===== config.mk =====
export PLATFORM = sky130hd
export DESIGN_NAME = fifo_control
export DESIGN_NICKNAME = d
export VERILOG_FILES = /design/src/rtl/fifo_ptr_cnt.sv /design/src/rtl/fifo_control.sv
export SDC_FILE = /design/constraint.sdc
export NUM_CORES = 1
export LEC_CHECK = 0
export CAP_MARGIN = 10
export CORE_ASPECT_RATIO = 0.8
export CORE_UTILIZATION = 46
export DETAILED_ROUTE_END_ITERATION = 8
export PLACE_DENSITY_LB_ADDON = 0.2
export SLEW_MARGIN = 20
export SYNTH_ARGS = -nofsm -noshare
export SYNTH_HDL_FRONTEND = slang
export SYNTH_SLANG_ARGS = --single-unit

===== constraint.sdc =====
create_clock -name clk -period 4.9 [get_ports clk]
set_input_delay 0.49 -clock clk [delete_from_list [all_inputs] [get_ports clk]]
set_output_delay 0.49 -clock clk [all_outputs]
set_load 0.005 [all_outputs]

===== src/rtl/fifo_ptr_cnt.sv =====
// fifo_ptr_cnt
//   Wrapping address counter used for the FIFO write and read pointers.
//   The pointer advances by one on every cycle where inc_i is high and
//   wraps from 2**Width-1 back to 0 through plain modulo arithmetic.
//
// Ports
//   clk    : single clock, all state on posedge
//   reset  : synchronous, active-high; returns the pointer to 0
//   inc_i  : advance the pointer at the next posedge
//   ptr_o  : current pointer value
module fifo_ptr_cnt #(
  parameter int Width = 3
) (
  input  logic             clk,
  input  logic             reset,
  input  logic             inc_i,
  output logic [Width-1:0] ptr_o
);

  localparam logic [Width-1:0] PtrOne = Width'(1);

  logic [Width-1:0] ptr_q;
  logic [Width-1:0] ptr_d;

  // Next pointer value; the natural overflow of the adder gives the wrap.
  always_comb begin
    ptr_d = ptr_q;
    if (inc_i) begin
      ptr_d = ptr_q + PtrOne;
    end
  end

  // Pointer register with synchronous reset.
  always_ff @(posedge clk) begin
    if (reset) begin
      ptr_q <= '0;
    end else begin
      ptr_q <= ptr_d;
    end
  end

  assign ptr_o = ptr_q;

endmodule


===== src/rtl/fifo_control.sv =====
// fifo_control
//   Pointer, flag and handshake controller for an externally addressed
//   FIFO memory. Converts push/pop requests into memory write/read strobes
//   and addresses, tracks occupancy, and produces full/empty, programmable
//   almost-full/almost-empty, read-data-valid and sticky error flags.
//
// Ports
//   clk, reset      : clock and synchronous active-high reset
//   push, pop       : requester write/read requests
//   afull_thresh    : almost_full when fifo_count >= this level
//   aempty_thresh   : almost_empty when fifo_count <= this level
//   wr_enable/wr_ptr: write strobe and address to the memory
//   rd_enable/rd_ptr: read strobe and address to the memory
//   full, empty     : occupancy at depth / at zero
//   almost_full/almost_empty : threshold flags
//   fifo_count      : occupancy, 0..depth
//   data_valid      : memory data_out holds the popped word this cycle
//   overflow_err    : sticky, push rejected while full
//   underflow_err   : sticky, pop rejected while empty
module fifo_control #(
  parameter int address_width = 3
) (
  input  logic                     clk,
  input  logic                     reset,
  input  logic                     push,
  input  logic                     pop,
  input  logic [address_width:0]   afull_thresh,
  input  logic [address_width:0]   aempty_thresh,
  output logic                     wr_enable,
  output logic                     rd_enable,
  output logic [address_width-1:0] wr_ptr,
  output logic [address_width-1:0] rd_ptr,
  output logic                     full,
  output logic                     empty,
  output logic                     almost_full,
  output logic                     almost_empty,
  output logic [address_width:0]   fifo_count,
  output logic                     data_valid,
  output logic                     overflow_err,
  output logic                     underflow_err
);

  localparam int unsigned DEPTH = 1 << address_width;
  localparam logic [address_width:0] DepthCount = (address_width + 1)'(DEPTH);
  localparam logic [address_width:0] CountOne   = (address_width + 1)'(1);

  logic [address_width:0] count_q;
  logic [address_width:0] count_d;
  logic                   dataValid_q;
  logic                   overflowErr_q;
  logic                   underflowErr_q;
  logic                   overflowErr_d;
  logic                   underflowErr_d;
  logic                   pushOk;
  logic                   popOk;

  // Flags come from the registered count only so they never glitch with
  // the requests of the current cycle.
  assign full         = (count_q == DepthCount);
  assign empty        = (count_q == '0);
  assign almost_full  = (count_q >= afull_thresh);
  assign almost_empty = (count_q <= aempty_thresh);

  // A push on a full FIFO is still accepted when a pop frees a slot in the
  // same cycle; a pop on an empty FIFO is never accepted.
  assign popOk  = pop & ~empty;
  assign pushOk = push & (~full | popOk);

  assign wr_enable = pushOk;
  assign rd_enable = popOk;

  fifo_ptr_cnt #(.Width(address_width)) uWrPtr (
    .clk   (clk),
    .reset (reset),
    .inc_i (pushOk),
    .ptr_o (wr_ptr)
  );

  fifo_ptr_cnt #(.Width(address_width)) uRdPtr (
    .clk   (clk),
    .reset (reset),
    .inc_i (popOk),
    .ptr_o (rd_ptr)
  );

  // Occupancy and sticky error next-state. Simultaneous accepted push and
  // pop leave the count unchanged.
  always_comb begin
    count_d        = count_q;
    overflowErr_d  = overflowErr_q;
    underflowErr_d = underflowErr_q;
    if (pushOk && !popOk) begin
      count_d = count_q + CountOne;
    end else if (popOk && !pushOk) begin
      count_d = count_q - CountOne;
    end
    if (push && full && !popOk) begin
      overflowErr_d = 1'b1;
    end
    if (pop && empty) begin
      underflowErr_d = 1'b1;
    end
  end

  // Registered state; data_valid trails rd_enable by one cycle to line up
  // with the memory's registered read data.
  always_ff @(posedge clk) begin
    if (reset) begin
      count_q        <= '0;
      dataValid_q    <= 1'b0;
      overflowErr_q  <= 1'b0;
      underflowErr_q <= 1'b0;
    end else begin
      count_q        <= count_d;
      dataValid_q    <= popOk;
      overflowErr_q  <= overflowErr_d;
      underflowErr_q <= underflowErr_d;
    end
  end

  assign fifo_count    = count_q;
  assign data_valid    = dataValid_q;
  assign overflow_err  = overflowErr_q;
  assign underflow_err = underflowErr_q;

endmodule


==> out/metrics.csv, run 1 <==
stage,metric,value,unit
setup_path,worst path required time,4.41,ns
timing,Setup WS post-layout,2.01,ns
timing,"Slew Viols, Final",0,
timing,RSZ-0062 raised after global routing,false,
grt,GRT overflow,0,
cts,CTS buffer count,3,
route,vias per cell,5.06,
cts,clock latency at the later pin of the worst-skew pair,0.28,ns
route,DRT Pass-1 Iters,6,
finish,total area of sequential cells,260,um2
cts,clk slew on worst S/H paths,0.08,ns
cts,Post-CTS Resized,0,
floorplanning,Die ar.,0.00194,mm2
setup_path,critical path endpoint category,primary output,
finish,"most common cell after layout, fill and taps aside",clkdlybuf4s50_1,
synth,"flops & latches, synth",13,
timing,final-report hold violation count,0,
placed_design,DP Wirelength,1330,um
placed_design,DP Area,0.00113,mm2
setup_path,crit path DAT,2.40,ns
cts,H-tree levels,1,
hold_path,Hold Crit Class,flip-flop to flip-flop,
route,drc violations,0,
setup_path,worst setup path start,aempty_thresh[1],
grt,initial antenna violation count,0,
floorplanning,initial core utilization,49.4,%
placed_design,Setup WS pre-CTS,1.94,ns
finish,Syn-to-layout area delta,42.7,%
floorplanning,core area,0.00164,mm2
synth,Synth Instances,90,
flow_run,Max-Cap Viols,0,
synth,Synth warnings,0,
outcome,status,"complete, no violations",
finish,most frequent cells in the layout,"clkdlybuf4s50_1, nor2_1, ha_1, dfxtp_1, inv_1",
cts,CTS tree,built,
floorplanning,height of the die,39.6,um
placed_design,dpl cells,140,
placed_design,I/O Buffers,30,
pwr,maximum vdd drop,0.298,mV
timing,Final Setup Violations,0,
setup_path,Setup crit start kind,primary input,
floorplanning,# rows,13,
cts,"Setup Fix Bufs, Post-CTS",0,
finish,Fillers,129,
synth,syn_area_per_cell,9.01,um2
setup_path,Critical R2R Launch,fifo_count[3],
route,per-cell routed wire length,12.1,um
finish,n_diodes,0,
cts,CTS sink count,13,
grt,global-route wire length before repair,2910,um
timing,fmax,346,MHz
synth,syn_nets,116,
timing,Worst Skew,0.00475,ns
synth,Mapped Area,811,um2
floorplanning,Ports,31,
setup_path,CP Max Fanout,2,
pwr,Power Total,0.000529,W
timing,Setup Total Neg Slack,0,ns
synth,register area share after synthesis,32.1,%
hold_path,hold_sp,overflow_err,
pwr,Leak,0.538,nW
route,vias,729,
timing,fin crit share,58.9,%
pwr,pwr dens,457,mW/mm2
route,Detailed Route Iter0 Violations,10,
cts,cts hold-fix bufs,0,
cts,Clock Tree Buf Depth,2,
finish,final instance area,0.00116,mm2
route,final antenna-violating net count,0,
cts,clock root cell,clkbuf_4,
finish,Layout Cells excl Fill,144,
timing,Slew @ Worst Pin,0.492,ns
grt,gr usage total,21.5,%
timing,relative slew slack,67.1,%
timing,Tmin final,2.89,ns
grt,vias in the first global route,661,
finish,fin nets,149,
finish,layout cells sized above 1,5.74,%
setup_path,Setup CP Type,primary input to primary output,
placed_design,routability cong.,0.694,
grt,largest net degree at the start of global routing,15,
route,final wirelength,1740,um
floorplanning,die outline width,48.9,um
finish,area occupied by multi-input gates,502,um2
synth,Unique masters post-synth,26,
power breakdown:
group,internal (W),total (W),switching (W),leakage (nW)
sequential,0.000133,0.000174,0.0000406,0.107
combinational,0.000173,0.000288,0.000116,0.416
clock,0.0000316,0.0000669,0.0000353,0.0150
path summary, 6_finish.rpt:
| kind | endpoint | slack (ns) | depth (start not counted) |
|---|---|---|---|
| min | overflow_err | 0.48 | 2 |
| max reg2reg | fifo_count[3] | 2.04 | 10 |
| max | almost_empty | 2.01 | 8 |
| min reg2reg | overflow_err | 0.48 | 2 |
kinds of logic after synthesis:
family | Yosys count | share of synthesized area [%]
AND/OR/NAND/NOR | 25 | 14.5
flip-flops | 13 | 32.1
adder cells (fa/ha/maj) | 14 | 22.5
buffers and inverters | 13 | 6.02
multiplexers | 3 | 3.86
AO/OA/AOI/OAI | 16 | 14.5
XOR/XNOR | 6 | 6.48
final cells by class:
type | instances | share of cell area (%)
Timing Repair Buffer | 30 | 25.9
Clock buffer | 4 | 2.27
Multi-Input combinational cell | 64 | 43.4
Tap cell | 22 | 2.38
Inverter | 11 | 3.57
Sequential cell | 13 | 22.5
cells in the mapped netlist (all sizes together):
cell type | number | share of area [%]
o211ai | 1 | 0.93
nor2 | 15 | 6.9
o21a | 2 | 1.9
a31oi | 1 | 0.77
nor2b | 2 | 1.5
xor2 | 4 | 4.3
nand4 | 1 | 0.77
nand3 | 1 | 0.62
o41a | 1 | 1.5
nand2 | 3 | 1.4
a21oi | 5 | 3.1
xnor2 | 2 | 2.2
ha | 13 | 20
fa | 1 | 2.5
nor4 | 1 | 0.77
mux2 | 1 | 1.4
clkbuf | 2 | 0.93
a211oi | 1 | 0.93
mux2i | 2 | 2.5
dfxtp | 13 | 32
o21ai | 2 | 2.6
inv | 11 | 5.1
a21o | 3 | 2.8
nand2b | 1 | 0.77
or4b | 1 | 1.7
state kept, by name, summed over array words and instances (netlist names):
signal	cells
data_valid	1
underflow_err	1
overflow_err	1
uRdPtr.ptr_o	3
uWrPtr.ptr_o	3
fifo_count	4
per-layer routing:
metal	part of all wire (%)	track usage, %	vias to the layer above
met2	46	41.7	27
met4	2.0	11.8	0
met1	46	21.7	329
li1	-	-	368
met5	0	0	-
met3	5.1	6.20	5
stage by stage:
| step | hold WS (ns) | util [%] |
|---|---|---|
| floorplan | 0.460 | - |
| global placement | 0.452 | 68.9 |
| detailed placement | 0.467 | 68.9 |
| CTS | 0.484 | 70.4 |
| global route | 0.513 | 70.4 |
| finish | 0.479 | 70.4 |
worst max-delay path, cell delays in order:
cell and delay [ns]:
clkdlybuf4s50_1 0.45, inv_1 0.04, ha_1 0.30, nor2b_1 0.13, o21a_1 0.16, o21a_1 0.16
o21ai_0 0.14, clkdlybuf4s50_1 0.53
No activity file was read; power rests on OpenSTA's default activity.
==> inputs of run 2 (changes only) <==
--- a/config.mk
+++ b/config.mk
@@ -7,7 +7,7 @@
 export LEC_CHECK = 0
 export CAP_MARGIN = 10
 export CORE_ASPECT_RATIO = 0.8
-export CORE_UTILIZATION = 46
+export CORE_UTILIZATION = 42
 export DETAILED_ROUTE_END_ITERATION = 8
 export PLACE_DENSITY_LB_ADDON = 0.2
 export SLEW_MARGIN = 20
==> constraint.sdc (replaced) <==
create_clock -name clk -period 2.8 [get_ports clk]
set_input_delay 0.28 -clock clk [delete_from_list [all_inputs] [get_ports clk]]
set_output_delay 0.28 -clock clk [all_outputs]
set_load 0.005 [all_outputs]
==> out/metrics.csv, run 2 (synthesis results as in run 1) <==
stage,metric,value,unit,change
pwr,switching portion of total power,35.5,%,-0.76 points
grt,GRT overflow,0,,unchanged
grt,largest net degree at the start of global routing,15,,unchanged
cts,CTS sink count,13,,unchanged
setup_path,crit path DAT,2.83,ns,+0.43 ns
flow_run,Max-Cap Viols,0,,unchanged
cts,H-tree levels,1,,unchanged
floorplanning,core area,0.00171,mm2,+4.0%
setup_path,Setup CP Type,flip-flop to flip-flop,,
floorplanning,die outline width,51.1,um,+4.5%
hold_path,Hold Crit Class,flip-flop to flip-flop,,
cts,CTS tree,built,,
route,vias per cell,4.90,,-3.2%
timing,fin crit share,95.2,%,
route,Detailed Route Iter0 Violations,4,,-6
pwr,Leak,0.568,nW,+5.5%
setup_path,critical path endpoint category,flip-flop,,
timing,relative slew slack,66.8,%,-0.26 points
cts,CTS buffer count,3,,unchanged
finish,Syn-to-layout area delta,48.3,%,
route,Met3 Wirelength,72,um,-19%
timing,Setup Total Neg Slack,0,ns,unchanged
floorplanning,Die ar.,0.00211,mm2,+9.1%
route,max layer used,met4,,
finish,max reg flops,4,,unchanged
cts,clock root cell,clkbuf_4,,
placed_design,I/O Buffers,30,,unchanged
route,DRT Pass-1 Iters,3,,-3
timing,fmax,375,MHz,
route,M1 WL,830,um,+2.7%
floorplanning,Ports,31,,unchanged
route,vias,735,,+0.82%
route,final wirelength,1770,um,+1.5%
floorplanning,# rows,13,,unchanged
route,drc violations,0,,unchanged
finish,n_diodes,0,,unchanged
grt,gr usage total,19.5,%,-2.0 points
cts,clk slew on worst S/H paths,0.08,ns,about the same
finish,layout cells sized above 1,10.9,%,+5.2 points
finish,final core occ,70.4,%,about the same
outcome,status,"complete, no violations",,
grt,vias in the first global route,655,,-0.91%
pwr,power share of the combinational group,60.2,%,+5.7 points
floorplanning,initial core utilization,47.5,%,-1.9 points
placed_design,Setup WS pre-CTS,0.0917,ns,-1.85 ns
timing,Tmin final,2.67,ns,
timing,Final Setup Violations,0,,unchanged
finish,Biggest register,fifo_count,,
finish,most frequent cells in the layout,"clkdlybuf4s50_1, nor2_1, ha_1, dfxtp_1, inv_1",,
timing,Setup WS post-layout,0.134,ns,-1.88 ns
setup_path,worst path required time,2.97,ns,-1.44 ns
cts,cts hold-fix bufs,0,,unchanged
pwr,sw power,0.000338,W,+77%
timing,Worst Skew,0.00223,ns,-0.00251 ns
route,final antenna-violating net count,0,,unchanged
pwr,Clock power frac,12.0,%,-0.7 points
cts,clock latency at the later pin of the worst-skew pair,0.27,ns,about the same
finish,Fillers,145,,+12%
setup_path,CP Max Fanout,4,,+2
timing,Hold WS,0.475,ns,-0.00405 ns
hold_path,hold_sp,overflow_err,,
cts,Clock Tree Buf Depth,2,,unchanged
pwr,pwr dens,794,mW/mm2,+74%
grt,initial antenna violation count,0,,unchanged
placed_design,DP Wirelength,1420,um,+6.7%
pwr,maximum vdd drop,0.555,mV,+86%
pwr,internal power,0.000616,W,+83%
timing,Slew @ Worst Pin,0.496,ns,+0.00387 ns
setup_path,Setup crit start kind,flip-flop,,
setup_path,worst setup path start,fifo_count[0],,
pwr,sequential share of power,27.7,%,-5.1 points
floorplanning,height of the die,41.3,um,+4.4%
grt,global-route wire length before repair,2890,um,-0.69%
placed_design,routability cong.,0.700,,+0.82%
setup_path,Critical R2R Launch,fifo_count[0],,
timing,RSZ-0062 raised after global routing,false,,
route,Routed met2 length,856,um,+5.9%
finish,"most common cell after layout, fill and taps aside",clkdlybuf4s50_1,,
route,per-cell routed wire length,11.8,um,-2.6%
finish,fin nets,155,,+4.0%
timing,final-report hold violation count,0,,unchanged
timing,"Slew Viols, Final",0,,unchanged
-- run 2: cell types whose count changed in the layout (fill, tap and decap cells not counted) --
cell,previous run,this run
buf_4,0,6
inv_1,11,10
inv_2,0,1
-- run 2: stage by stage --
| stage | cell area, um2 | instances | power [W] |
|---|---|---|---|
| final | 1200 | 150 | 0.000955 |
| after global routing | 1200 | 150 | 0.00104 |
| after floorplan | 811 | 90 | 0.000572 |
| after detailed placement | 1160 | 144 | 0.000838 |
| after CTS | 1190 | 148 | 0.000956 |
| after global placement | 1160 | 144 | 0.000815 |
-- run 2: critical path: stages, from the launching register on --
cell and delay (ns):
dfxtp_1 0.32, or4b_4 0.58, o21ai_4 0.20, inv_1 0.09, ha_1 0.22, inv_2 0.09, ha_1 0.26, a21oi_1 0.18
a211oi_1 0.10, a31oi_1 0.17, mux2_2 0.35
-- run 2: what timing repair did --
| item | in CTS | in global routing |
|---|---|---|
| buffers inserted | 0 | 2 |
| resized for setup | 0 | 1 |
| setup endpoints to repair | 0 | 1 |
-- run 2: worst paths after layout --
kind / to / slack, ns / cells past startpoint
worst max-delay path: fifo_count[3] / 0.13 / 10
worst min-delay path: overflow_err / 0.47 / 2
worst max register to register: fifo_count[3] / 0.13 / 10
worst min register to register: overflow_err / 0.47 / 2
-- run 2: area by class of cell --
cell class	instances	area, um2	area share [%]
clock buffer	4	26.3	2.19
multi-input combinational	64	502	41.7
tap	22	27.5	2.29
timing repair buffer	36	345	28.7
inverter	11	41.3	3.43
sequential	13	260	21.6
-- run 2: metal layers --
metal | vias up | global-route usage, %
met1 | 338 | 22.7
met2 | 15 | 36.5
met5 | - | 0
met3 | 2 | 5.80
met4 | 0 | 4.17
li1 | 380 | -
-- run 2: power by group through the flow --
stage               Combinational, W  Sequential [W]  Clock [W]
floorplan                   0.000278        0.000295          0
global placement            0.000551        0.000264          0
detailed placement          0.000569        0.000269          0
CTS                         0.000573        0.000264   0.000119
global route                0.000643        0.000270   0.000127
finish                      0.000575        0.000265   0.000115
==> inputs of run 3 (changes only) <==
--- a/config.mk
+++ b/config.mk
@@ -10,7 +10,6 @@
 export CORE_UTILIZATION = 42
 export DETAILED_ROUTE_END_ITERATION = 8
 export PLACE_DENSITY_LB_ADDON = 0.2
-export SLEW_MARGIN = 20
 export SYNTH_ARGS = -nofsm -noshare
 export SYNTH_HDL_FRONTEND = slang
 export SYNTH_SLANG_ARGS = --single-unit
==> results of run 3 <==
No change in the layout: final DEF, timing and power equal those of run 2.
==> edit 1: new RTL, flow settings as in run 3 <==
Set the parameter `address_width` to 5 (it was 3).
--- a/src/rtl/fifo_control.sv
+++ b/src/rtl/fifo_control.sv
@@ -18,7 +18,7 @@
 //   overflow_err    : sticky, push rejected while full
 //   underflow_err   : sticky, pop rejected while empty
 module fifo_control #(
-  parameter int address_width = 3
+  parameter int address_width = 5
 ) (
   input  logic                     clk,
   input  logic                     reset,
Interface: changed (5 resized); port bits go from 31 to 41. No check against the original RTL was run, so the function may have changed too.
==> edit 1 against run 3 <==
  * Area after synthesis rose by 71%
  * Setup slack got worse by 0.0016 ns
  * Global-route usage fell by 0.11 points
  * Highest routed layer unchanged
  * Power rose by 56%
  * Hold slack got worse by 0.030 ns
  * Final area rose by 59%
  * Sequential cell count rose by 6
  * Routed wire length rose by 81%
==> edit 1: results <==
outcome:
  status: "finished, final reports clean"
power:
  vdd_drop_max_uv: 425.0
  pwr-share-clk: 0.129
  p_int_uw: 904.1
  p_leak_nw: 0.8073
layout:
  clock_cell_area_share: 0.02350
  nets: 244
  nNonClkBuffers: 47
  inv_count: 18
  buf_share: 0.2363
  nFillCells: 259
  multi_input_area_share: 0.4772
  largest_reg_flops: 6
  seq_area_um2: 384.1
  nMultiInputCombCells: 118
  drive_above_1_share: 0.1165
logic_synthesis:
  synth_compound_area_frac: 0.1821
  synth_area_leaders: "dfxtp_1, ha_1, inv_1, nor2_1, a21oi_1"
  ys_seq_area_frac: 0.2741
  synth_xor_area_frac: 0.03787
  synth_nets: 199
  synth_most_common_cell: "ha_1"
  muxShareOfSynthArea: 0.01443
  synth_adder_area_share: 0.1948
  synth_cell_types: 41
  async_flop_share: 0
  synth_common_cells: "ha_1, dfxtp_1, inv_1, nor2_1, a21oi_1"
place:
  hpwl_um: 2525
  pre_cts_ws_ns: 0.02480
  place.gp.congestion: 0.8272
  placed_area_um2: 1868
  port_buffers: 40
global_routing:
  grt_pass1_vias: 1118
  grt_max_degree: 15
  grtUsageTotal: 0.1935
  grt_pass1_wl_um: 5002
worst_setup_path:
  max_stage_delay_ns: 0.56
  cp_data_arrival_time_ns: 2.86
  cp_max_fo: 7
  cpMaxStageDelayCell: "or4_4"
sta:
  skew_ns: 0.007089
  tightest_slew_ns: 0.5721
cts:
  cts_root_buf: "clkbuf_8"
  cts.sink_count: 19
routing:
  routed_wl_um: 3196
  first_pass_iters: 5
  drt-vias-per-instance: 5.215
  drt_iter0_markers: 31
floorplanning:
  taps: 40
-- edit 1: final timing paths --
check | startpoint | to | cells past startpoint
min reg2reg | overflow_err | overflow_err | 2
max | fifo_count[2] | fifo_count[3] | 10
max reg2reg | fifo_count[2] | fifo_count[3] | 10
min | overflow_err | overflow_err | 2
-- edit 1: layer usage --
metal / routed length, µm / GRT usage
met4: 57 / 0.08156
met5: 0 / 0
met2: 1427 / 0.3248
met3: 137 / 0.04526
met1: 1574 / 0.2372
-- edit 1: metrics by stage --
step / cells / util / hold slack (ns)
after floorplan: 162 / - / 0.4184
after global placement: 242 / 0.6010 / 0.4356
after detailed placement: 242 / 0.6010 / 0.4353
after CTS: 246 / 0.6155 / 0.4459
after global routing: 246 / 0.6167 / 0.4594
final: 246 / 0.6167 / 0.4453
-- edit 1: worst min-delay path, cell delays in order (launching register included) --
cell and delay [ns]:
dfxtp_1 0.31, inv_1 0.04, a21oi_1 0.05
==> edit 2: new RTL, flow settings as in run 3 <==
Without the edit above. Make the reset (`reset`) asynchronous in 2 clocked blocks. Comments in the files are not updated.
--- a/src/rtl/fifo_ptr_cnt.sv
+++ b/src/rtl/fifo_ptr_cnt.sv
@@ -31,7 +31,7 @@
   end
 
   // Pointer register with synchronous reset.
-  always_ff @(posedge clk) begin
+  always_ff @(posedge clk or posedge reset) begin
     if (reset) begin
       ptr_q <= '0;
     end else begin
--- a/src/rtl/fifo_control.sv
+++ b/src/rtl/fifo_control.sv
@@ -104,7 +104,7 @@
 
   // Registered state; data_valid trails rd_enable by one cycle to line up
   // with the memory's registered read data.
-  always_ff @(posedge clk) begin
+  always_ff @(posedge clk or posedge reset) begin
     if (reset) begin
       count_q        <= '0;
       dataValid_q    <= 1'b0;
Behaviour: differs if reset is asserted again (counterexample within 4 cycles, from zero or initial values and one cycle with reset high); with reset held inactive, the same outputs for 10 cycles.
==> edit 2 against run 3 <==
  * Area after synthesis rose by 6.5%
  * Final area grew 1.5%
  * Sequential cell count is the same
  * Sequential power increased by 59%
  * Sequential share of layout area grew 5.0 points
  * Power is 31% higher
  * Routed wire length down 8.0%
  * Setup slack better by 0.086 ns
  * Combinational power up 23%
  * Count of clock-buffer cells in the layout unchanged
  * Non-clock buffer count down 6
  * Critical endpoint is now fifo_count[3]
==> edit 2: results <==
sta:
  skew_ns: 0.002266
  tightest_slew_ns: 0.4740
  setup-tns-final_ns: 0
routing:
  route.met2.wl_um: 769
  drt_iter0_markers: 4
  num_vias: 652
  top_layer_used: "met4"
  route.met3.wl_um: 81
  wl_met1_um: 749
  wl_per_cell_um: 11.96
  drt-vias-per-instance: 4.794
  first_pass_iters: 3
layout:
  largest_reg_flops: 4
  insertedDiodeCount: 0
  drive_above_1_share: 0.1161
  nets: 139
  top_register: "fifo_count"
cts:
  htree_num_levels: 1
  post_cts_buffers: 0
  post_cts_resized: 0
  clock_path_buffers: 2
  ctsHoldBuffers: 0
place:
  dp_cells: 132
  port_buffers: 30
  place.gp.congestion: 0.7527
  pre_cts_ws_ns: 0.2316
  hpwl_um: 1348
outcome:
  status: "finished, final reports clean"
global_routing:
  grt_max_degree: 14
  grt_pass1_vias: 618
  use_met2: 0.2759
  gr-usage-met1: 0.2306
  grtUsageTotal: 0.1798
  grt_pass1_wl_um: 2822
  use_met3: 0.06522
power:
  p_leak_nw: 0.5614
  vdd_drop_max_uv: 550.1
logic_synthesis:
  synth_edf_count: 0
  synth_cell_types: 24
  synth_common_cells: "dfrtp_1, ha_1, inv_1, xnor2_1, a21oi_1"
  synth_adder_area_share: 0.2116
  synth_xor_area_frac: 0.07101
  synth_nets: 104
  synth_compound_area_frac: 0.08551
  synth_area_leaders: "dfrtp_1, ha_1, xnor2_1, inv_1, mux2_4"
  syn_inst: 78
  ys_seq_area_frac: 0.3768
  async_flop_share: 1.000
  muxShareOfSynthArea: 0.04783
  synth_flop_cell: "dfrtp_1"
worst_hold_path:
  hold_class: "input pin to async pin"
worst_setup_path:
  cpMaxStageDelayCell: "dfrtp_1"
  path_delay_family: "simple AND/OR/NAND/NOR gates"
  cp_max_fo: 8
  cp_data_arrival_time_ns: 2.74
  max_stage_delay_ns: 0.53
job:
  cap_violations: 0
[edit 2: cell count changes after synthesis, moves of 4 or more]
cell     change
dfrtp_1     +13
nor2_1      -13
xor2_1       -4
dfxtp_1     -13
xnor2_1      +5
[edit 2: cell families (layout without fill, tap and decap cells)]
family | count (synthesis) | after routing
AO/OA/AOI/OAI | 12 | 12
XOR/XNOR | 7 | 7
adder cells (fa/ha/maj) | 14 | 14
buffers and inverters | 14 | 48
flip-flops | 13 | 13
multiplexers | 3 | 3
AND/OR/NAND/NOR | 15 | 15
[edit 2: layout make-up]
type,instances,area (µm²)
Multi-Input combinational cell,51,483.0
Timing Repair Buffer,30,300.3
Inverter,14,55.05
Clock buffer,4,26.28
Sequential cell,13,325.3
Tap cell,24,30.03
Fill cell,156,689.4
[edit 2: worst paths after layout]
kind | start | slack [ns] | depth (start not counted) | to
max | fifo_count[1] | 0.22 | 11 | fifo_count[3]
min | reset | 0.31 | 2 | uWrPtr.ptr_o[0]
max reg2reg | fifo_count[1] | 0.22 | 11 | fifo_count[3]
min reg2reg | underflow_err | 0.46 | 1 | underflow_err
max in group asynchronous | reset | 2.17 | 2 | uRdPtr.ptr_o[1]
min in group clk | underflow_err | 0.46 | 1 | underflow_err
[edit 2: power by group]
group | switching [mW] | total, mW | internal [mW] | leakage, nW
clock network | 0.0619 | 0.117 | 0.0554 | 0.0150
registers | 0.140 | 0.421 | 0.281 | 0.150
logic | 0.254 | 0.709 | 0.456 | 0.396
total | 0.456 | 1.25 | 0.792 | 0.561
[edit 2: stage by stage]
stage	total power, mW	instance area (µm²)
after floorplan	0.7942	863.3
after global placement	1.116	1194
after detailed placement	1.140	1194
after CTS	1.265	1220
after global routing	1.361	1220
final	1.247	1220
